### src/rtl/regfile_scoreboard_pkg.sv
// Shared widths, address type and helpers for the register file and its busy scoreboard.
package regfile_scoreboard_pkg;

    localparam int XLEN  = 32;
    localparam int NREGS = 32;
    localparam int AW    = 5;

    typedef logic [XLEN-1:0] xdata_t;
    typedef logic [AW-1:0]   raddr_t;

    localparam raddr_t REG_ZERO = '0;

    // One-hot select of a register; x0 never selects anything, so x0 can never be written or marked busy.
    function automatic logic [NREGS-1:0] reg_onehot(input raddr_t a);
        reg_onehot = '0;
        if (a != REG_ZERO) begin
            reg_onehot[a] = 1'b1;
        end
    endfunction

endpackage

### src/rtl/regfile_scoreboard_reg_scoreboard.sv
// Per-register busy bits for pending loads: operand-ready and WAW hazard terms, set/clear with set priority.
module reg_scoreboard
    import regfile_scoreboard_pkg::*;
(
    input  logic   clk,
    input  logic   rst,
    input  raddr_t rs1_addr,
    input  raddr_t rs2_addr,
    input  logic   rs1_used,
    input  logic   rs2_used,
    input  logic   issue_valid,
    input  raddr_t issue_rd,
    input  logic   issue_pend,
    input  logic   wb_en,
    input  raddr_t wb_addr,
    input  logic   wb_clr,
    input  logic   stall,
    output logic   rs1_stall,
    output logic   rs2_stall,
    output logic   waw_stall
);

    logic [NREGS-1:0] r_busy;
    logic [NREGS-1:0] w_clr_vec;
    logic [NREGS-1:0] w_set_vec;

    assign w_clr_vec = (wb_en && wb_clr) ? reg_onehot(wb_addr) : '0;
    assign w_set_vec = (issue_valid && issue_pend && !stall) ? reg_onehot(issue_rd) : '0;

    // A retiring load makes its register ready in the same cycle, matching the bypass on the data path.
    assign rs1_stall = rs1_used && r_busy[rs1_addr] && !w_clr_vec[rs1_addr];
    assign rs2_stall = rs2_used && r_busy[rs2_addr] && !w_clr_vec[rs2_addr];
    assign waw_stall = issue_valid && issue_pend && (issue_rd != REG_ZERO)
                       && r_busy[issue_rd] && !w_clr_vec[issue_rd];

    always_ff @(posedge clk or posedge rst) begin
        if (rst) begin
            r_busy <= '0;
        end else begin
            r_busy <= (r_busy & ~w_clr_vec) | w_set_vec;
        end
    end

endmodule

### src/rtl/regfile_scoreboard.sv
// 32x32 register file with x0 hardwired to zero, writeback bypass to ID operands,
// and a stall output driven by the load-busy scoreboard.
module regfile_scoreboard
    import regfile_scoreboard_pkg::*;
(
    input  logic   clk,
    input  logic   rst,
    input  raddr_t rs1_addr,
    input  raddr_t rs2_addr,
    input  logic   rs1_used,
    input  logic   rs2_used,
    output xdata_t rs1_data,
    output xdata_t rs2_data,
    input  logic   issue_valid,
    input  raddr_t issue_rd,
    input  logic   issue_pend,
    input  logic   wb_en,
    input  raddr_t wb_addr,
    input  xdata_t wb_data,
    input  logic   wb_clr,
    output logic   stall
);

    xdata_t r_regs [NREGS];
    logic   w_rs1_stall;
    logic   w_rs2_stall;
    logic   w_waw_stall;

    always_ff @(posedge clk or posedge rst) begin
        if (rst) begin
            for (int i = 0; i < NREGS; i++) begin
                r_regs[i] <= '0;
            end
        end else if (wb_en && (wb_addr != REG_ZERO)) begin
            r_regs[wb_addr] <= wb_data;
        end
    end

    always_comb begin
        rs1_data = r_regs[rs1_addr];
        if (rs1_addr == REG_ZERO) begin
            rs1_data = '0;
        end else if (wb_en && (wb_addr == rs1_addr)) begin
            rs1_data = wb_data;
        end
    end

    always_comb begin
        rs2_data = r_regs[rs2_addr];
        if (rs2_addr == REG_ZERO) begin
            rs2_data = '0;
        end else if (wb_en && (wb_addr == rs2_addr)) begin
            rs2_data = wb_data;
        end
    end

    assign stall = w_rs1_stall || w_rs2_stall || w_waw_stall;

    // stall feeds back only into the busy-set enable, never into the hazard terms themselves.
    reg_scoreboard u_sb (
        .clk         (clk),
        .rst         (rst),
        .rs1_addr    (rs1_addr),
        .rs2_addr    (rs2_addr),
        .rs1_used    (rs1_used),
        .rs2_used    (rs2_used),
        .issue_valid (issue_valid),
        .issue_rd    (issue_rd),
        .issue_pend  (issue_pend),
        .wb_en       (wb_en),
        .wb_addr     (wb_addr),
        .wb_clr      (wb_clr),
        .stall       (stall),
        .rs1_stall   (w_rs1_stall),
        .rs2_stall   (w_rs2_stall),
        .waw_stall   (w_waw_stall)
    );

endmodule

### config.mk
export PLATFORM = sky130hd
export DESIGN_NAME = regfile_scoreboard
export DESIGN_NICKNAME = d
export VERILOG_FILES = /design/src/rtl/regfile_scoreboard_pkg.sv /design/src/rtl/regfile_scoreboard_reg_scoreboard.sv /design/src/rtl/regfile_scoreboard.sv
export SDC_FILE = /design/constraint.sdc
export NUM_CORES = 2
export LEC_CHECK = 0
export BUFFER_PORTS_ARGS = -buffer_cell sky130_fd_sc_hd__buf_2
export CORE_MARGIN = 3
export CORE_UTILIZATION = 25
export DETAILED_ROUTE_END_ITERATION = 10
export PLACE_DENSITY = 0.37
export SLEW_MARGIN = 25
export SYNTH_ARGS = -nofsm -noshare
export SYNTH_HDL_FRONTEND = slang
export SYNTH_SLANG_ARGS = --single-unit
### constraint.sdc
create_clock -name clk -period 57.4 [get_ports clk]
set_input_delay 0 -clock clk [delete_from_list [all_inputs] [get_ports clk]]
set_output_delay 0 -clock clk [all_outputs]
set_load 0.05 [all_outputs]
Word-level counts from Yosys, hierarchy flattened
Index checks and enable logic that the tools add are counted.
{ "classes": {"muxes": 33, "n_eq_ne": 2, "bitwise": 6, "order_cmp": 10, "reduce_logical": 26} }
{ "op_table": {"columns": ["op", "n"], "rows": [
  ["1024-bit bitwise mux", 1],
  ["32-bit two-way mux", 13],
  ["32-bit binary-select mux with 5-bit select", 2],
  ["32-bit demux with 5-bit select", 1],
  ["32-bit bitwise AND", 1],
  ["32-bit inverter", 1],
  ["32-bit bitwise OR", 1],
  ["1-bit binary-select mux with 5-bit select", 6],
  ["5-bit by 6-bit less-than comparator with 1-bit output (second input constant)", 4],
  ["6-bit >= comparator (second input constant)", 3],
  ["5-bit inverter with 6-bit output", 3],
  ["1-bit logical AND", 16],
  ["1-bit demux with 5-bit select", 2],
  ["5-bit == test", 2],
  ["5-bit by 1-bit >= comparator with 1-bit output (second input constant)", 2],
  ["5-bit logical NOT", 2],
  ["5-bit nonzero test", 2],
  ["1-bit two-way mux", 8],
  ["6-bit by 1-bit less-than comparator with 1-bit output (second input constant)", 1],
  ["1-bit logical NOT", 4],
  ["1-bit logical OR", 2]
]} }
{ "word_totals": {"in_bits": 60, "regBits": 1056, "wordCells": 110} }

Longest topological paths before layout
{ "logic_depth": {"depth_word": 16, "mapped_depth": 10} }

Modules after synthesis
From an unflattened synthesis, not the netlist that was laid out.
{ "unflattened": {"hier_cells": 4088, "area_unflattened_um2": 57620.3} }
{ "by_module_without_submodules": {"columns": ["mod", "n_inst", "area_per_inst_um2", "seq_area_each_um2", "cells_per_inst"], "rows": [
  ["regfile_scoreboard", 1, 55144.1, 25624.6, 3825],
  ["reg_scoreboard", 1, 2476.1, 800.8, 263]
]} }

Worst setup path before layout
No wires, ideal clock.
{ "synth_path": {"kind": "input to output", "startpoint": "in rs1_addr[0]", "endpoint": "out rs1_data[14]", "cell_stages": 9, "arrival_ns": 3.040, "setup_slack_ns": 54.360, "path_buffers": 5, "path_cell_list": "buf_2 buf_2 clkbuf_1 buf_2 buf_1 mux4_2 mux4_2 mux2i_1 a211oi_1"} }
{ "synth_between": {"elab_chain_len": 6, "word_cells_on_any_way": 9, "cone_classes": "eq/ne (1); mux (5); bitwise (1); reduce/logical (2)"} }
{ "synth_lines": {"columns": ["element", "line_no", "source"], "rows": [
  ["start, declared", "regfile_scoreboard.sv:8", "input raddr_t rs1_addr,"],
  ["5-bit inverter with 6-bit output (not written as such)", "regfile_scoreboard.sv:40", "rs1_data = r_regs[rs1_addr];"],
  ["32-bit binary-select mux with 5-bit select", "regfile_scoreboard.sv:40", null],
  ["32-bit two-way mux (not written as such) (2 in series)", "regfile_scoreboard.sv:40", null],
  ["32-bit two-way mux", "regfile_scoreboard.sv:43", "end else if (wb_en && (wb_addr == rs1_addr)) begin"],
  ["32-bit two-way mux *", "regfile_scoreboard.sv:41", "if (rs1_addr == REG_ZERO) begin"],
  ["end, declared", "regfile_scoreboard.sv:12", "output xdata_t rs1_data,"]
]} }
Every way passes the cells marked *; elsewhere a longest branch is shown, timed or not. The select of a mux whose other input is x is not followed.

Worst setup path after layout
{ "layout_path": {"startpoint": "in rs2_addr[0]", "endpoint": "out rs2_data[20]"} }
{ "layout_between": {"elab_chain_len": 6, "word_cells_on_any_way": 9, "cone_classes": "eq/ne (1); mux (5); bitwise (1); reduce/logical (2)"} }
{ "layout_lines": {"columns": ["element", "line_no", "source"], "rows": [
  ["start, declared", "regfile_scoreboard.sv:9", "input raddr_t rs2_addr,"],
  ["5-bit inverter with 6-bit output (not written as such)", "regfile_scoreboard.sv:49", "rs2_data = r_regs[rs2_addr];"],
  ["32-bit binary-select mux with 5-bit select", "regfile_scoreboard.sv:49", null],
  ["32-bit two-way mux (not written as such) (2 in series)", "regfile_scoreboard.sv:49", null],
  ["32-bit two-way mux", "regfile_scoreboard.sv:52", "end else if (wb_en && (wb_addr == rs2_addr)) begin"],
  ["32-bit two-way mux *", "regfile_scoreboard.sv:50", "if (rs2_addr == REG_ZERO) begin"],
  ["end, declared", "regfile_scoreboard.sv:13", "output xdata_t rs2_data,"]
]} }
Marks and branches as above.

==> summary.txt <==
Run status
  – Status: completed

Floorplanning
  – Core ar.: between 200000 and 250000 µm²
  – # rows: 175
  – Overall die width: slightly below 500 µm
  – Starting Density: 0.252
  – Ports: roughly 130
  – Die ar.: approximately 240000 µm²
  – Die H: about 480 µm

Setup path
  – RR Startpoint: u_sb.r_busy[9]
  – CP max stage delay: about 0.80 ns
  – Crit path max fanout: 46
  – Critical-path cell list: buf_8 -> buf_4 -> buf_4 -> buf_4 -> mux4_2 -> mux4_2 -> mux2i_1 -> a211oi_1 -> buf_4 -> buf_2
  – Setup crit end kind: output port
  – Crit path arrival time: ~4.8 ns
  – CP Launch Type: input port
  – Critical path class: input port to output port
  – Top cell by count, worst path: buf_4
  – Req. time, crit path: between 50 and 60 ns
  – Critical Path Slowest Stage Cell: buf_4
  – Worst Setup SP: rs2_addr[0]

Logic synthesis
  – Synth Cell Area: approximately 57000 µm²
  – Post-Syn Instances: ~3600
  – Register area share after synthesis: 0.461
  – Post-synth top area cell: dfrtp_1
  – Yosys top cell area share: 0.461
  – Post-synthesis register bit count: between 1000 and 1500
  – Predominant post-synthesis flop cell: dfrtp_1
  – Synth async-reset ratio: 1.00
  – Synthesized area per cell: 15.9 µm²
  – Syn Nets: 3676
  – Top cells by area, synth: dfrtp_1 (46%), mux4_2 (26%), mux2_2 (20%), clkbuf_1 (1.8%), mux2i_1 (1.5%)
  – Number of distinct library cells after synthesis: between 50 and 60
  – YS warnings: 0
  – Number of enable flip-flop cells after synthesis: 0

Routing
  – Via count: between 30000 and 40000
  – First DRT Iteration DRCs: 2167
  – Post-DR vias/cell: ~5.2
  – DR DRC count: 0
  – Final ANT Viol Nets: 0
  – Routed WL per cell: 31.3 µm
  – Pre-antenna DRT Iters: 7
  – Drt total wl: 210000 µm

Global routing
  – Grt ovf: 0
  – All-Layer GR Usage: 0.178
  – First-pass GRT wire length: around 300000 µm
  – Largest net degree at the start of global routing: between 100 and 150
  – Vias in the first global route: around 37000
  – Initial antenna violation count: 5

Timing
  – Tmin final: around 4.8 ns
  – Count of final setup violators: 0
  – Relative slew slack: 0.289
  – Slew Limit Fails: 0
  – Final setup skew: 0.00925 ns
  – Fin crit share: 0.0833
  – Setup_tns: 0 ns
  – Fmax: approximately 210 MHz
  – Final Hold Viols: 0
  – Worst-margin pin slew: 1.06 ns
  – RSZ-0062 raised after global routing: no
  – Tightest hold margin: about 0.11 ns

Final layout
  – Final net count: ~3700
  – Layout area overhead: 15.6%
  – Share of layout cells above drive strength 1: 0.573

CTS
  – Total CTS buffers: 136
  – Postcts setup bufs: 0
  – CTS HTree Levels: 4
  – Clock Path Buffers: 3
  – Clk slew on worst S/H paths: 0.05 ns
  – TritonCTS sink count: ~1100
  – CTS resizes: 0
  – Clock root cell: clkbuf_16
  – Clock Latency Late Sink: 0.77 ns
  – CTS tree: done

Placement
  – DP HPWL: ~120000 µm
  – PortBufs: approximately 120
  – Gpl congestion: ~0.75

Flow run
  – Max-cap check violation count: 0

Worst hold path
  – Min-Delay Path Class: input port to flop
  – Min-delay src: wb_addr[4]

Power
  – Leak Pwr: 27.6 nW
  – Worst IR drop on VDD: approximately 0.000029 V
  – Pwr Density: 36.1 nW/µm²
-- metrics by stage --
| stage | power, mW | utilization | setup WS, ns | instances | area, µm² |
|---|---|---|---|---|---|
| after detailed placement | 1.53 | 0.269 | 52.32 | 6416 | 61200 |
| after CTS | 2.43 | 0.290 | 52.32 | 6699 | 66100 |
| after floorplan | 1.38 | - | 27.68 | 3616 | 57300 |
| after global placement | 1.53 | 0.268 | 52.27 | 6414 | 61100 |
| after global routing | 2.51 | 0.291 | 52.20 | 6707 | 66200 |
| final | 2.39 | 0.291 | 52.62 | 6711 | 66300 |
-- cells in the final DEF (no fill, tap or decap), types with 5 or more instances in the layout --
| master | count |
|---|---|
| nand2b_1 | 6 |
| mux2i_1 | 86 |
| diode_2 | 9 |
| o21ai_0 | 36 |
| clkbuf_16 | 141 |
| xor2_1 | 7 |
| dfrtp_1 | 1056 |
| mux2_2 | 994 |
| o31ai_1 | 10 |
| clkbuf_8 | 28 |
| a211oi_1 | 64 |
| o22ai_1 | 8 |
| nand3b_1 | 7 |
| buf_6 | 7 |
| nor2_4 | 13 |
| clkbuf_1 | 33 |
| nor4_1 | 7 |
| buf_4 | 86 |
| mux4_2 | 654 |
| nand2_4 | 15 |
| clkinv_2 | 11 |
| nand2_1 | 27 |
| o41ai_1 | 16 |
| nor3_1 | 14 |
| bufinv_16 | 9 |
| nand4_1 | 6 |
| a221oi_1 | 6 |
| buf_2 | 116 |
| o41ai_2 | 5 |
| xnor2_1 | 7 |
| nor2_1 | 72 |
| dlygate4sd3_1 | 53 |
-- registers in the layout, summed over array words and instances (netlist names) --
| register | flops |
|---|---|
| u_sb.r_busy | 32 |
| r_regs | 1024 |
-- power breakdown --
group | total [mW] | switching (mW) | internal, mW
clock | 0.869 | 0.345 | 0.524
sequential | 0.988 | 0.102 | 0.886
combinational | 0.531 | 0.237 | 0.295
total | 2.39 | 0.684 | 1.71
-- path summary, 6_finish.rpt --
path	endpoint	slack, ns	cells past startpoint
worst max-delay path	rs2_data[20]	52.62	10
worst max register to register	u_sb.r_busy[28]	53.99	7
worst min register to register	r_regs[1013]	0.39	0
min in group asynchronous	r_regs[642]	0.55	4
worst min-delay path	u_sb.r_busy[6]	0.11	4
max in group asynchronous	r_regs[432]	53.32	8
-- cell usage after synthesis, types with 7 or more instances --
master	n
a211oi_1	65
buf_1	89
buf_2	55
clkbuf_1	278
dfrtp_1	1056
mux2_2	994
mux2i_1	86
mux4_2	654
nand2_1	43
nand3b_1	7
nor2_1	85
nor3_1	15
nor4_1	7
o21ai_0	36
o22ai_1	8
o31ai_1	10
o41ai_1	16
xnor2_1	7
xor2_1	7
-- kinds of logic (layout without fill, tap and decap cells) --
logic type	Yosys count	after routing	synth area share
AOI/OAI and AO/OA	163	163	0.0210
buffers and inverters	432	509	0.0299
other	0	9	0
xor gates and xnor gates	14	14	0.00214
and+or+nand+nor	217	217	0.0189
muxes	1734	1734	0.467
DFF	1056	1056	0.461
-- worst max-delay path: cells and delay by family --
family                 cells  cell delay (ns)
buffers and inverters      6             3.11
AOI/OAI and AO/OA          1             0.13
muxes                      3             1.38
-- layer usage --
layer / up-vias / GRT usage / routed length (µm)
met5: - / 0 / 0
met4: 0 / 0.0329 / 3250
met3: 195 / 0.0251 / 7610
met2: 731 / 0.284 / 98300
met1: 19611 / 0.259 / 101000
li1: 14265 / - / -
-- cell type report --
| class | instances | area [µm²] |
|---|---|---|
| inverter | 7 | 38.8 |
| clock inverter | 28 | 425 |
| fill | 22720 | 161000 |
| multi-input combinational | 2128 | 29500 |
| antenna | 9 | 22.5 |
| timing repair buffer | 272 | 2050 |
| sequential | 1056 | 26400 |
| clock buffer | 202 | 4040 |
| tap | 3009 | 3760 |
-- timing repair --
action	in CTS	in global routing
hold endpoints to repair	1121	0
hold buffers	53	0
setup endpoints to repair	0	0
No activity file was read; power rests on OpenSTA's default activity.
